File: src/rtl/uart_alu_requester_if.sv
// Command/reply bundle between a host and uart_alu_requester.
// The host drives the master side; the requester is the slave.
interface uart_alu_requester_if;
    logic       i_start;
    logic [7:0] i_data_a;
    logic [7:0] i_data_b;
    logic [5:0] i_op;
    logic       o_busy;
    logic       o_done;
    logic [7:0] o_result;
    logic       o_zero;
    logic       o_overflow;
    logic       o_carry;
    logic       o_error;

    modport master (
        output i_start, i_data_a, i_data_b, i_op,
        input  o_busy, o_done, o_result,
        input  o_zero, o_overflow, o_carry, o_error
    );

    modport slave (
        input  i_start, i_data_a, i_data_b, i_op,
        output o_busy, o_done, o_result,
        output o_zero, o_overflow, o_carry, o_error
    );
endinterface

File: src/rtl/uart_alu_requester.sv
// UART ALU command initiator: sends A, B, op; collects result, flags, status.
// Define UART_ALU_REQ_TIMEOUT_EN to enable the reply timeout.
module baud_rate_generator #(
    parameter int DIV = 651
) (
    input  logic clk,
    input  logic reset,
    output logic tick
);
    localparam int W = (DIV > 1) ? $clog2(DIV) : 1;

    logic [W-1:0] cnt;

    always_ff @(posedge clk or posedge reset) begin
        if (reset) begin
            cnt <= '0;
        end else if (cnt == W'(DIV - 1)) begin
            cnt <= '0;
        end else begin
            cnt <= cnt + W'(1);
        end
    end

    assign tick = (cnt == W'(DIV - 1));
endmodule

module uart_tx #(
    parameter int DBIT    = 8,
    parameter int SB_TICK = 16
) (
    input  logic            clk,
    input  logic            reset,
    input  logic            tx_start,
    input  logic            s_tick,
    input  logic [DBIT-1:0] din,
    output logic            tx_done_tick,
    output logic            tx
);
    localparam int NW = (DBIT > 1) ? $clog2(DBIT) : 1;

    typedef enum logic [1:0] {
        T_IDLE, T_START, T_DATA, T_STOP
    } tx_state_t;

    tx_state_t       state;
    logic [4:0]      s_cnt;
    logic [NW-1:0]   n_cnt;
    logic [DBIT-1:0] sh;

    always_ff @(posedge clk or posedge reset) begin
        if (reset) begin
            state        <= T_IDLE;
            s_cnt        <= '0;
            n_cnt        <= '0;
            sh           <= '0;
            tx           <= 1'b1;
            tx_done_tick <= 1'b0;
        end else begin
            tx_done_tick <= 1'b0;
            unique case (state)
                T_IDLE: begin
                    tx <= 1'b1;
                    if (tx_start) begin
                        state <= T_START;
                        s_cnt <= '0;
                        sh    <= din;
                    end
                end
                T_START: begin
                    tx <= 1'b0;
                    if (s_tick) begin
                        if (s_cnt == 5'd15) begin
                            state <= T_DATA;
                            s_cnt <= '0;
                            n_cnt <= '0;
                        end else begin
                            s_cnt <= s_cnt + 5'd1;
                        end
                    end
                end
                T_DATA: begin
                    tx <= sh[0];
                    if (s_tick) begin
                        if (s_cnt == 5'd15) begin
                            s_cnt <= '0;
                            sh    <= sh >> 1;
                            if (n_cnt == NW'(DBIT - 1)) begin
                                state <= T_STOP;
                            end else begin
                                n_cnt <= n_cnt + NW'(1);
                            end
                        end else begin
                            s_cnt <= s_cnt + 5'd1;
                        end
                    end
                end
                T_STOP: begin
                    tx <= 1'b1;
                    if (s_tick) begin
                        if (s_cnt == 5'(SB_TICK - 1)) begin
                            state        <= T_IDLE;
                            tx_done_tick <= 1'b1;
                        end else begin
                            s_cnt <= s_cnt + 5'd1;
                        end
                    end
                end
                default: state <= T_IDLE;
            endcase
        end
    end
endmodule

module uart_rx #(
    parameter int DBIT    = 8,
    parameter int SB_TICK = 16
) (
    input  logic            clk,
    input  logic            reset,
    input  logic            rx,
    input  logic            s_tick,
    output logic            rx_done_tick,
    output logic [DBIT-1:0] dout
);
    localparam int NW = (DBIT > 1) ? $clog2(DBIT) : 1;

    typedef enum logic [1:0] {
        R_IDLE, R_START, R_DATA, R_STOP
    } rx_state_t;

    rx_state_t       state;
    logic [4:0]      s_cnt;
    logic [NW-1:0]   n_cnt;
    logic [DBIT-1:0] sh;

    always_ff @(posedge clk or posedge reset) begin
        if (reset) begin
            state        <= R_IDLE;
            s_cnt        <= '0;
            n_cnt        <= '0;
            sh           <= '0;
            rx_done_tick <= 1'b0;
        end else begin
            rx_done_tick <= 1'b0;
            unique case (state)
                R_IDLE: begin
                    if (!rx) begin
                        state <= R_START;
                        s_cnt <= '0;
                    end
                end
                // Re-check the start bit at its midpoint to reject glitches.
                R_START: begin
                    if (s_tick) begin
                        if (s_cnt == 5'd7) begin
                            s_cnt <= '0;
                            n_cnt <= '0;
                            state <= rx ? R_IDLE : R_DATA;
                        end else begin
                            s_cnt <= s_cnt + 5'd1;
                        end
                    end
                end
                R_DATA: begin
                    if (s_tick) begin
                        if (s_cnt == 5'd15) begin
                            s_cnt <= '0;
                            sh    <= {rx, sh[DBIT-1:1]};
                            if (n_cnt == NW'(DBIT - 1)) begin
                                state <= R_STOP;
                            end else begin
                                n_cnt <= n_cnt + NW'(1);
                            end
                        end else begin
                            s_cnt <= s_cnt + 5'd1;
                        end
                    end
                end
                R_STOP: begin
                    if (s_tick) begin
                        if (s_cnt == 5'(SB_TICK - 1)) begin
                            state        <= R_IDLE;
                            rx_done_tick <= 1'b1;
                        end else begin
                            s_cnt <= s_cnt + 5'd1;
                        end
                    end
                end
                default: state <= R_IDLE;
            endcase
        end
    end

    assign dout = sh;
endmodule

module uart_alu_requester #(
    parameter int CLK_FREQ       = 100_000_000,
    parameter int BAUD_RATE      = 9600,
    parameter int DATA_BITS      = 8,
    parameter int TIMEOUT_CYCLES = 2_000_000
) (
    input  logic                       clk,
    input  logic                       reset,
    uart_alu_requester_if.slave        bus,
    input  logic                       rx,
    output logic                       tx
);
    localparam int DIV = CLK_FREQ / (BAUD_RATE * 16);

    if (DATA_BITS != 8 || DIV < 1 || TIMEOUT_CYCLES < 2) begin : g_bad_cfg
        $error("uart_alu_requester: unsupported parameters");
    end

    typedef enum logic [3:0] {
        IDLE,
        SEND_A_ST, SEND_A_WT,
        SEND_B_ST, SEND_B_WT,
        SEND_OP_ST, SEND_OP_WT,
        RECV_RES, RECV_FLG, RECV_STA,
        DONE
    } state_t;

    state_t               state;
    logic                 s_tick;
    logic                 tx_start;
    logic                 tx_done;
    logic                 rx_done;
    logic                 rx_s1;
    logic                 rx_s2;
    logic [DATA_BITS-1:0] din;
    logic [DATA_BITS-1:0] rx_dout;
    logic [7:0]           a_q;
    logic [7:0]           b_q;
    logic [5:0]           op_q;
    logic [7:0]           res_q;
    logic [2:0]           flg_q;
    logic [7:0]           result_q;
    logic [2:0]           flags_q;
    logic                 busy_q;
    logic                 done_q;
    logic                 error_q;
    logic                 in_recv;
    logic                 tmo_hit;

    baud_rate_generator #(.DIV(DIV)) u_baud (
        .clk  (clk),
        .reset(reset),
        .tick (s_tick)
    );

    uart_tx #(.DBIT(DATA_BITS), .SB_TICK(16)) u_tx (
        .clk         (clk),
        .reset       (reset),
        .tx_start    (tx_start),
        .s_tick      (s_tick),
        .din         (din),
        .tx_done_tick(tx_done),
        .tx          (tx)
    );

    uart_rx #(.DBIT(DATA_BITS), .SB_TICK(16)) u_rx (
        .clk         (clk),
        .reset       (reset),
        .rx          (rx_s2),
        .s_tick      (s_tick),
        .rx_done_tick(rx_done),
        .dout        (rx_dout)
    );

    always_ff @(posedge clk or posedge reset) begin
        if (reset) begin
            rx_s1 <= 1'b1;
            rx_s2 <= 1'b1;
        end else begin
            rx_s1 <= rx;
            rx_s2 <= rx_s1;
        end
    end

    assign in_recv = state inside {RECV_RES, RECV_FLG, RECV_STA};

`ifdef UART_ALU_REQ_TIMEOUT_EN
    localparam int TW = $clog2(TIMEOUT_CYCLES);

    logic [TW-1:0] tmo_cnt;

    always_ff @(posedge clk or posedge reset) begin
        if (reset) begin
            tmo_cnt <= '0;
        end else if ((state == SEND_OP_WT && tx_done) ||
                     (in_recv && rx_done)) begin
            tmo_cnt <= '0;
        end else if (in_recv) begin
            tmo_cnt <= tmo_cnt + TW'(1);
        end
    end

    assign tmo_hit = in_recv && (tmo_cnt == TW'(TIMEOUT_CYCLES - 1));
`else
    assign tmo_hit = 1'b0;
`endif

    always_ff @(posedge clk or posedge reset) begin
        if (reset) begin
            state    <= IDLE;
            tx_start <= 1'b0;
            din      <= '0;
            a_q      <= '0;
            b_q      <= '0;
            op_q     <= '0;
            res_q    <= '0;
            flg_q    <= '0;
            result_q <= '0;
            flags_q  <= '0;
            busy_q   <= 1'b0;
            done_q   <= 1'b0;
            error_q  <= 1'b0;
        end else begin
            tx_start <= 1'b0;
            // A missing byte keeps the zero it was cleared to.
            if (tmo_hit && !rx_done) begin
                result_q <= res_q;
                flags_q  <= flg_q;
                error_q  <= 1'b1;
                done_q   <= 1'b1;
                state    <= DONE;
            end else begin
                unique case (state)
                    IDLE: begin
                        if (bus.i_start) begin
                            a_q      <= bus.i_data_a;
                            b_q      <= bus.i_data_b;
                            op_q     <= bus.i_op;
                            din      <= bus.i_data_a;
                            tx_start <= 1'b1;
                            busy_q   <= 1'b1;
                            state    <= SEND_A_ST;
                        end
                    end
                    SEND_A_ST: state <= SEND_A_WT;
                    SEND_A_WT: begin
                        if (tx_done) begin
                            din      <= b_q;
                            tx_start <= 1'b1;
                            state    <= SEND_B_ST;
                        end
                    end
                    SEND_B_ST: state <= SEND_B_WT;
                    SEND_B_WT: begin
                        if (tx_done) begin
                            din      <= {2'b00, op_q};
                            tx_start <= 1'b1;
                            state    <= SEND_OP_ST;
                        end
                    end
                    SEND_OP_ST: state <= SEND_OP_WT;
                    SEND_OP_WT: begin
                        if (tx_done) begin
                            res_q <= '0;
                            flg_q <= '0;
                            state <= RECV_RES;
                        end
                    end
                    RECV_RES: begin
                        if (rx_done) begin
                            res_q <= rx_dout;
                            state <= RECV_FLG;
                        end
                    end
                    RECV_FLG: begin
                        if (rx_done) begin
                            flg_q <= rx_dout[7:5];
                            state <= RECV_STA;
                        end
                    end
                    RECV_STA: begin
                        if (rx_done) begin
                            result_q <= res_q;
                            flags_q  <= flg_q;
                            error_q  <= (rx_dout != 8'h55);
                            done_q   <= 1'b1;
                            state    <= DONE;
                        end
                    end
                    DONE: begin
                        done_q <= 1'b0;
                        busy_q <= 1'b0;
                        state  <= IDLE;
                    end
                    default: state <= IDLE;
                endcase
            end
        end
    end

    assign bus.o_busy     = busy_q;
    assign bus.o_done     = done_q;
    assign bus.o_result   = result_q;
    assign bus.o_zero     = flags_q[2];
    assign bus.o_overflow = flags_q[1];
    assign bus.o_carry    = flags_q[0];
    assign bus.o_error    = error_q;
endmodule
File: src/flat_wrapper.sv
// flat-port wrapper written by rule: the top's interface ports become plain ports
module uart_alu_requester_flat 
#(
    parameter int CLK_FREQ       = 100_000_000,
    parameter int BAUD_RATE      = 9600,
    parameter int DATA_BITS      = 8,
    parameter int TIMEOUT_CYCLES = 2_000_000
)
  (clk, reset, rx, tx, bus_i_start, bus_i_data_a, bus_i_data_b, bus_i_op, bus_o_busy, bus_o_done, bus_o_result, bus_o_zero, bus_o_overflow, bus_o_carry, bus_o_error);
  uart_alu_requester_if bus_i ();
  input  logic clk;
  input  logic reset;
  input  logic rx;
  output logic tx;
  input wire logic [$bits(bus_i.i_start)-1:0] bus_i_start;
  input wire logic [$bits(bus_i.i_data_a)-1:0] bus_i_data_a;
  input wire logic [$bits(bus_i.i_data_b)-1:0] bus_i_data_b;
  input wire logic [$bits(bus_i.i_op)-1:0] bus_i_op;
  output wire logic [$bits(bus_i.o_busy)-1:0] bus_o_busy;
  output wire logic [$bits(bus_i.o_done)-1:0] bus_o_done;
  output wire logic [$bits(bus_i.o_result)-1:0] bus_o_result;
  output wire logic [$bits(bus_i.o_zero)-1:0] bus_o_zero;
  output wire logic [$bits(bus_i.o_overflow)-1:0] bus_o_overflow;
  output wire logic [$bits(bus_i.o_carry)-1:0] bus_o_carry;
  output wire logic [$bits(bus_i.o_error)-1:0] bus_o_error;
  assign bus_i.i_start = bus_i_start;
  assign bus_i.i_data_a = bus_i_data_a;
  assign bus_i.i_data_b = bus_i_data_b;
  assign bus_i.i_op = bus_i_op;
  assign bus_o_busy = bus_i.o_busy;
  assign bus_o_done = bus_i.o_done;
  assign bus_o_result = bus_i.o_result;
  assign bus_o_zero = bus_i.o_zero;
  assign bus_o_overflow = bus_i.o_overflow;
  assign bus_o_carry = bus_i.o_carry;
  assign bus_o_error = bus_i.o_error;
  uart_alu_requester #(.CLK_FREQ(CLK_FREQ), .BAUD_RATE(BAUD_RATE), .DATA_BITS(DATA_BITS), .TIMEOUT_CYCLES(TIMEOUT_CYCLES)) u_core (.clk(clk), .reset(reset), .bus(bus_i), .rx(rx), .tx(tx));
endmodule
File: config.mk
export PLATFORM = sky130hd
export DESIGN_NAME = uart_alu_requester_flat
export DESIGN_NICKNAME = d
export VERILOG_FILES = /design/src/rtl/uart_alu_requester_if.sv /design/src/rtl/uart_alu_requester.sv /design/src/flat_wrapper.sv
export SDC_FILE = /design/constraint.sdc
export NUM_CORES = 1
export LEC_CHECK = 0
export CAP_MARGIN = 20
export CORE_MARGIN = 1
export CORE_UTILIZATION = 45
export CTS_CLUSTER_SIZE = 10
export DETAILED_ROUTE_END_ITERATION = 7
export GPL_TIMING_DRIVEN = 0
export SYNTH_ARGS = -nofsm -noshare
export SYNTH_HDL_FRONTEND = slang
export SYNTH_SLANG_ARGS = --single-unit
File: constraint.sdc
create_clock -name clk -period 11.29 [get_ports clk]
set_input_delay 2.8225 -clock clk [delete_from_list [all_inputs] [get_ports clk]]
set_output_delay 2.8225 -clock clk [all_outputs]
set_load 0.05 [all_outputs]
# ---- Yosys cells after proc, flatten, opt, wreduce, memory -nomap -nowiden
# Index checks and enable logic that the tools add are counted.
dict set report classes {
  n_reduce_logical 30
  muxes 82
  add_sub_neg 5
  eq_ne 51
}
# cell count
set ops {}
lappend ops {{$mux W8} 8}
lappend ops {{$mux W5} 12}
lappend ops {{$ne A2 B2 Y1 const B} 20}
lappend ops {{$pmux W4 S10} 1}
lappend ops {{$mux W3} 12}
lappend ops {{$mux W2} 17}
lappend ops {{$pmux W8 S2} 2}
lappend ops {{$mux W4} 7}
lappend ops {{$pmux W8 S3} 1}
lappend ops {{$pmux W5 S4} 1}
lappend ops {{$pmux W3 S2} 3}
lappend ops {{$eq A4 B3 Y1 const B} 4}
lappend ops {{$ne A2 B1 Y1 const B} 8}
lappend ops {{$pmux W2 S4} 2}
lappend ops {{$reduce_and A8 Y1} 2}
lappend ops {{$pmux W5 S3} 1}
lappend ops {{$reduce_bool A2 Y1} 7}
lappend ops {{$eq A4 B4 Y1 const B} 3}
lappend ops {{$reduce_and A4 Y1} 3}
lappend ops {{$reduce_and A6 Y1} 2}
lappend ops {{$add A10 B1 Y10 const B} 1}
lappend ops {{$add A5 B1 Y5 const B} 2}
lappend ops {{$eq A10 B10 Y1 const B} 1}
lappend ops {{$eq A5 B4 Y1 const B} 2}
lappend ops {{other kinds (20)} 46}
dict set report word_totals {
  word_cells 194
  ff_bits 103
  output_inout_bits 15
}

# ---- Longest topological paths before layout
dict set report logic_depth {
  depth_word 5
  depth_mapped 7
  mapped_depth_nobuf 7
}

# ---- Modules after synthesis
# From an unflattened synthesis, not the netlist that was laid out.
dict set report unflattened {
  cells_unflattened 431
  area_unflattened_um2 5121.2
}
# mod cells_per_inst instances area_per_inst_um2
set modules_own_cells {}
lappend modules_own_cells {uart_alu_requester 185 1 2459.9}
lappend modules_own_cells {uart_tx 114 1 1136.1}
lappend modules_own_cells {uart_rx 85 1 997.2}
lappend modules_own_cells {baud_rate_generator 47 1 528.0}

# ---- Worst setup path after synthesis
# Ideal clock, no wire load.
dict set report synth_path {
  path_kind {in2reg}
  startpoint {input port bus_i_start}
  endpoint {register u_core.b_q[0]}
  arrival_ns 4.063
  setup_time_ns 0.125
  slack_ns 7.103
  cell_stages 5
  n_path_buf 2
  path_cell_list {or3b_1 > or3_1 > clkbuf_1 > buf_2 > mux2_2}
}
dict set report synth_between {
  elab_chain_cells 1
}
# item line_no
set synth_lines {}
lappend synth_lines {{start: declaration} flat_wrapper.sv:15} ;# input wire logic [$bits(bus_i.i_start)-1:0] bus_i_start;
lappend synth_lines {{$reduce_and A2 Y1 (no line)} --}
lappend synth_lines {{end signal: assignment} uart_alu_requester.sv:333} ;# b_q <= bus.i_data_b;
lappend synth_lines {{end: declaration} uart_alu_requester.sv:234} ;# logic [7:0] b_q;
# Every way passes these cells.
# A chain may end at the register's enable or synchronous reset.

# ---- Final worst setup path
# Ends and elaborated chain as after synthesis.

==> flow_metrics.py <==
metrics = {
    "setup_path": {
        "endpoint_required_time_on_the_critical_path_ns": 11.53,
        "worst_ep_arrival_time_ns": 4.76,
        "ff2ff_path_depth": 6,
        "critPathLaunchType": "input pin",
        "end_kind": "flip-flop",
        "criticalPathCategory": "input pin to flip-flop",
        "worst-path-max-fanout": 10,
    },
    "yosys": {
        "ys_dominant_reg_cell": "sky130_fd_sc_hd__dfrtp_1",
        "synthArstFlopShare_pct": 100,
        "post-synth-top-area-cell": "sky130_fd_sc_hd__dfrtp_1",
        "net_count_of_the_mapped_netlist": 515,
        "yosysUniqueCellTypes": 59,
        "synth_warnings": 0,
        "ys_seq_elements": 103,
        "yosys.area_share.adder_pct": 3.88,
        "cell_area_after_synthesis_um2": 5160,
        "synth_compound_area_share_pct": 12.9,
        "synth_cells": 473,
        "synth_area_per_inst_um2": 10.9,
        "synthMostInstantiatedCell": "sky130_fd_sc_hd__dfrtp_1",
        "dominant_combinational_cell_family_by_area_after_synthesis": "simple AND/OR/NAND/NOR gates",
        "post_synth_most_frequent_cells": "sky130_fd_sc_hd__dfrtp_1, sky130_fd_sc_hd__mux2_2, sky130_fd_sc_hd__nor2_1, sky130_fd_sc_hd__inv_1, sky130_fd_sc_hd__o21ai_0",
        "synth_edf_count": 0,
        "yosys.area_share.simple_pct": 15.4,
        "synth_mux_area_share_pct": 12.8,
        "fraction_of_synthesized_cell_area_in_xor_and_xnor_cells_pct": 1.36,
        "synth_area_leaders": "sky130_fd_sc_hd__dfrtp_1, sky130_fd_sc_hd__mux2_2, sky130_fd_sc_hd__ha_1",
        "ys_seq_area_share_pct": 50.0,
        "synth_top_cell_area_share_pct": 48.5,
    },
    "finish": {
        "post_route_cells_drive_above_1_share_pct": 15.5,
        "antenna_cells": 0,
        "postLayoutCellArea_um2": 6070,
        "syn_to_final_growth_pct": 17.5,
        "nNetsFinal": 567,
        "multi_input_comb_area_um2": 2390,
        "fillers": 962,
        "stdcell_count": 670,
        "final_core_utilization_pct": 55.2,
        "regArea_um2": 2580,
    },
    "timing": {
        "timing.fmax_ghz": 0.221,
        "final_critical_path_required_period_ns": 4.53,
        "max_slew.worst_pin.slew_ns": 0.705,
        "final_hold_viol_count": 0,
        "final-setup-viol-count": 0,
        "tns_ns": 0,
        "fin_worst_skew_ns": 0.00699,
        "unrepaired_setup_endpoints_after_global_routing": "false",
        "min_period_over_period_pct": 40.1,
        "slew_headroom_pct": 52.8,
        "slew_violations": 0,
    },
    "grt": {
        "grt_antenna_before_repair": 0,
        "first_global_vias": 3524,
        "all_layer_global_routing_usage_pct": 18.8,
        "grt_first_pass_wirelength_um": 17200,
        "largest_net_degree_at_the_start_of_global_routing": 64,
        "total_global_routing_overflow": 0,
    },
    "floorplanning": {
        "dieWidth_um": 109,
        "io-pin-count": 41,
        "floorplan.core_area_um2": 11000,
        "placement_rows": 38,
        "start_util_pct": 47.0,
        "die-height_um": 109,
        "die-area_um2": 11900,
    },
    "clock_tree": {
        "tritoncts": "done",
        "postCtsSetupBuffers": 0,
        "ctsLongestPathBuffers": 2,
        "numCtsBuffers": 9,
        "clk_pin_slew_worst_paths_ns": 0.07,
        "post_cts_resize_count": 0,
        "cts_num_sinks": 103,
        "clock_tree.htree_level_count": 3,
        "ctsRootBufferMaster": "sky130_fd_sc_hd__clkbuf_16",
        "clock_latency_ns": 0.35,
        "number_of_hold_repair_buffers_added_at_the_cts_stage": 0,
    },
    "routing": {
        "detail_route.drc_violations": 0,
        "drtPass1Iterations": 4,
        "wire_per_inst_um": 15.0,
        "dr.first_iter.drc_count": 171,
        "vias_per_cell": 5.47,
        "ant_nets": 0,
        "drt-total-wl_um": 10100,
        "route.vias.total": 3668,
    },
    "min_path": {
        "holdPathStages": 0,
        "hp-class": "flip-flop to flip-flop",
    },
    "placement": {
        "place_congestion": 0.820,
        "post-place-cells": 654,
        "dpl.hpwl_um": 7040,
        "buffer_ports.inserted": 40,
        "placed_cell_area_um2": 5770,
    },
    "pwr": {
        "power.combinational.fraction_pct": 3.5,
        "power_per_cell_area_nw_per_um2": 118,
        "clock_power_share_pct": 44.1,
        "power.ir.vdd_worst_v": 0.0000977,
        "netSwitchingFraction_pct": 20.9,
        "intPower_mw": 0.564,
        "net-switching-power_mw": 0.149,
        "power.total_mw": 0.713,
        "power.leakage_nw": 2.77,
        "power_share_of_the_sequential_group_pct": 52.4,
    },
    "status": {
        "result_of_the_run": "completed",
    },
    "run": {
        "max-cap-violations": 0,
    },
}
## cell usage in the layout, fill, tap and decap left out, types with 2 or more instances in the layout
cell type	count
sky130_fd_sc_hd__a21boi_0	2
sky130_fd_sc_hd__a21o_1	3
sky130_fd_sc_hd__a21oi_1	17
sky130_fd_sc_hd__a22o_1	13
sky130_fd_sc_hd__a22oi_1	2
sky130_fd_sc_hd__a31oi_1	8
sky130_fd_sc_hd__a41oi_1	2
sky130_fd_sc_hd__and3_1	3
sky130_fd_sc_hd__and3_2	2
sky130_fd_sc_hd__and3b_1	2
sky130_fd_sc_hd__buf_1	2
sky130_fd_sc_hd__buf_2	2
sky130_fd_sc_hd__clkbuf_1	18
sky130_fd_sc_hd__clkbuf_16	9
sky130_fd_sc_hd__clkdlybuf4s50_1	40
sky130_fd_sc_hd__dfrtp_1	100
sky130_fd_sc_hd__dfstp_2	3
sky130_fd_sc_hd__ha_1	16
sky130_fd_sc_hd__inv_1	29
sky130_fd_sc_hd__inv_6	2
sky130_fd_sc_hd__mux2_2	47
sky130_fd_sc_hd__mux2i_1	13
sky130_fd_sc_hd__nand2_1	23
sky130_fd_sc_hd__nand2b_1	8
sky130_fd_sc_hd__nand3_1	10
sky130_fd_sc_hd__nand3b_1	2
sky130_fd_sc_hd__nand4_1	3
sky130_fd_sc_hd__nor2_1	32
sky130_fd_sc_hd__nor2b_1	10
sky130_fd_sc_hd__nor3_1	14
sky130_fd_sc_hd__nor3_4	2
sky130_fd_sc_hd__nor4_1	10
sky130_fd_sc_hd__nor4bb_1	2
sky130_fd_sc_hd__o21ai_0	30
sky130_fd_sc_hd__o221ai_1	7
sky130_fd_sc_hd__o22ai_1	2
sky130_fd_sc_hd__o2bb2ai_1	2
sky130_fd_sc_hd__or2_2	2
sky130_fd_sc_hd__or3_1	2
sky130_fd_sc_hd__xnor2_1	7
## area by class of cell
type                    count  area share (%)
repair buffers             41            7.05
plain buffers              20            1.28
well taps                 140            2.89
clock buffers              12            4.06
clock inverters             4           0.866
flip-flops and latches    103            42.6
multi-input cells         320            39.4
inverters                  30            1.90
## per-stage QoR
stage               worst slack [ns]  hold WS, ns
CTS                             6.77        0.360
finish                          6.76        0.359
floorplan                       5.77        0.345
global route                    6.69        0.367
detailed placement              6.40        0.350
global placement                4.19        0.349
## sequential cells by signal, summed over array words and instances (netlist names), 2 cells and up, named ones only
| signal | flops |
|---|---|
| u_core.u_baud.cnt | 10 |
| u_core.b_q | 8 |
| u_core.bus.o_result | 8 |
| u_core.din | 8 |
| u_core.res_q | 8 |
| u_core.u_rx.dout | 8 |
| u_core.u_tx.sh | 8 |
| u_core.op_q | 6 |
| u_core.u_rx.s_cnt | 5 |
| u_core.u_tx.s_cnt | 5 |
| u_core.state | 4 |
| u_core.flags_q | 3 |
| u_core.flg_q | 3 |
| u_core.u_rx.n_cnt | 3 |
| u_core.u_tx.n_cnt | 3 |
| u_core.u_tx.state | 2 |
## path summary, 6_finish.rpt
kind / start / endpoint / slack [ns]
worst min register to register: u_core.rx_s1 / u_core.rx_s2 / 0.36
worst min-delay path: u_core.rx_s1 / u_core.rx_s2 / 0.36
max in group asynchronous: reset / u_core.op_q[2] / 7.72
min in group asynchronous: reset / u_core.u_tx.state[1] / 2.88
worst max-delay path: bus_i_start / u_core.b_q[0] / 6.76
worst max register to register: u_core.u_tx.s_cnt[0] / u_core.u_tx.sh[2] / 8.87
## kinds of logic (layout without fill, tap and decap cells)
logic type | Yosys count | count (layout)
AO/OA/AOI/OAI | 98 | 98
XOR/XNOR | 8 | 8
adder cells (fa/ha/maj) | 16 | 16
buffers and inverters | 50 | 107
flip-flops | 103 | 103
multiplexers | 60 | 60
AND/OR/NAND/NOR | 138 | 138
## metal layers
metal	up-vias	track usage (%)	share of wire, %	wire (µm)
li1	1811	-	-	-
met1	1783	25.3	49	4900
met2	60	29.4	46	4590
met3	14	4.72	4.1	416
met4	0	6.76	1.6	160
met5	-	0	0	0
## critical path, cell delays in order
cell and delay, ns:
sky130_fd_sc_hd__clkdlybuf4s50_1 0.52, sky130_fd_sc_hd__or3b_1 0.37, sky130_fd_sc_hd__or3_1 0.32, sky130_fd_sc_hd__clkbuf_1 0.18, sky130_fd_sc_hd__buf_2 0.24, sky130_fd_sc_hd__mux2_2 0.31
## power by group through the flow
| stage | logic, mW | clock network, mW | registers (mW) |
|---|---|---|---|
| 2_1_floorplan | 0.0112 | 0 | 0.380 |
| 4_1_cts | 0.0259 | 0.325 | 0.374 |
| 6_report | 0.0251 | 0.314 | 0.374 |
| 3_3_place_gp | 0.0238 | 0 | 0.381 |
| 3_5_place_dp | 0.0257 | 0 | 0.381 |
| 5_1_grt | 0.0283 | 0.338 | 0.374 |
Note: power is estimated with default switching activity, not from simulation.
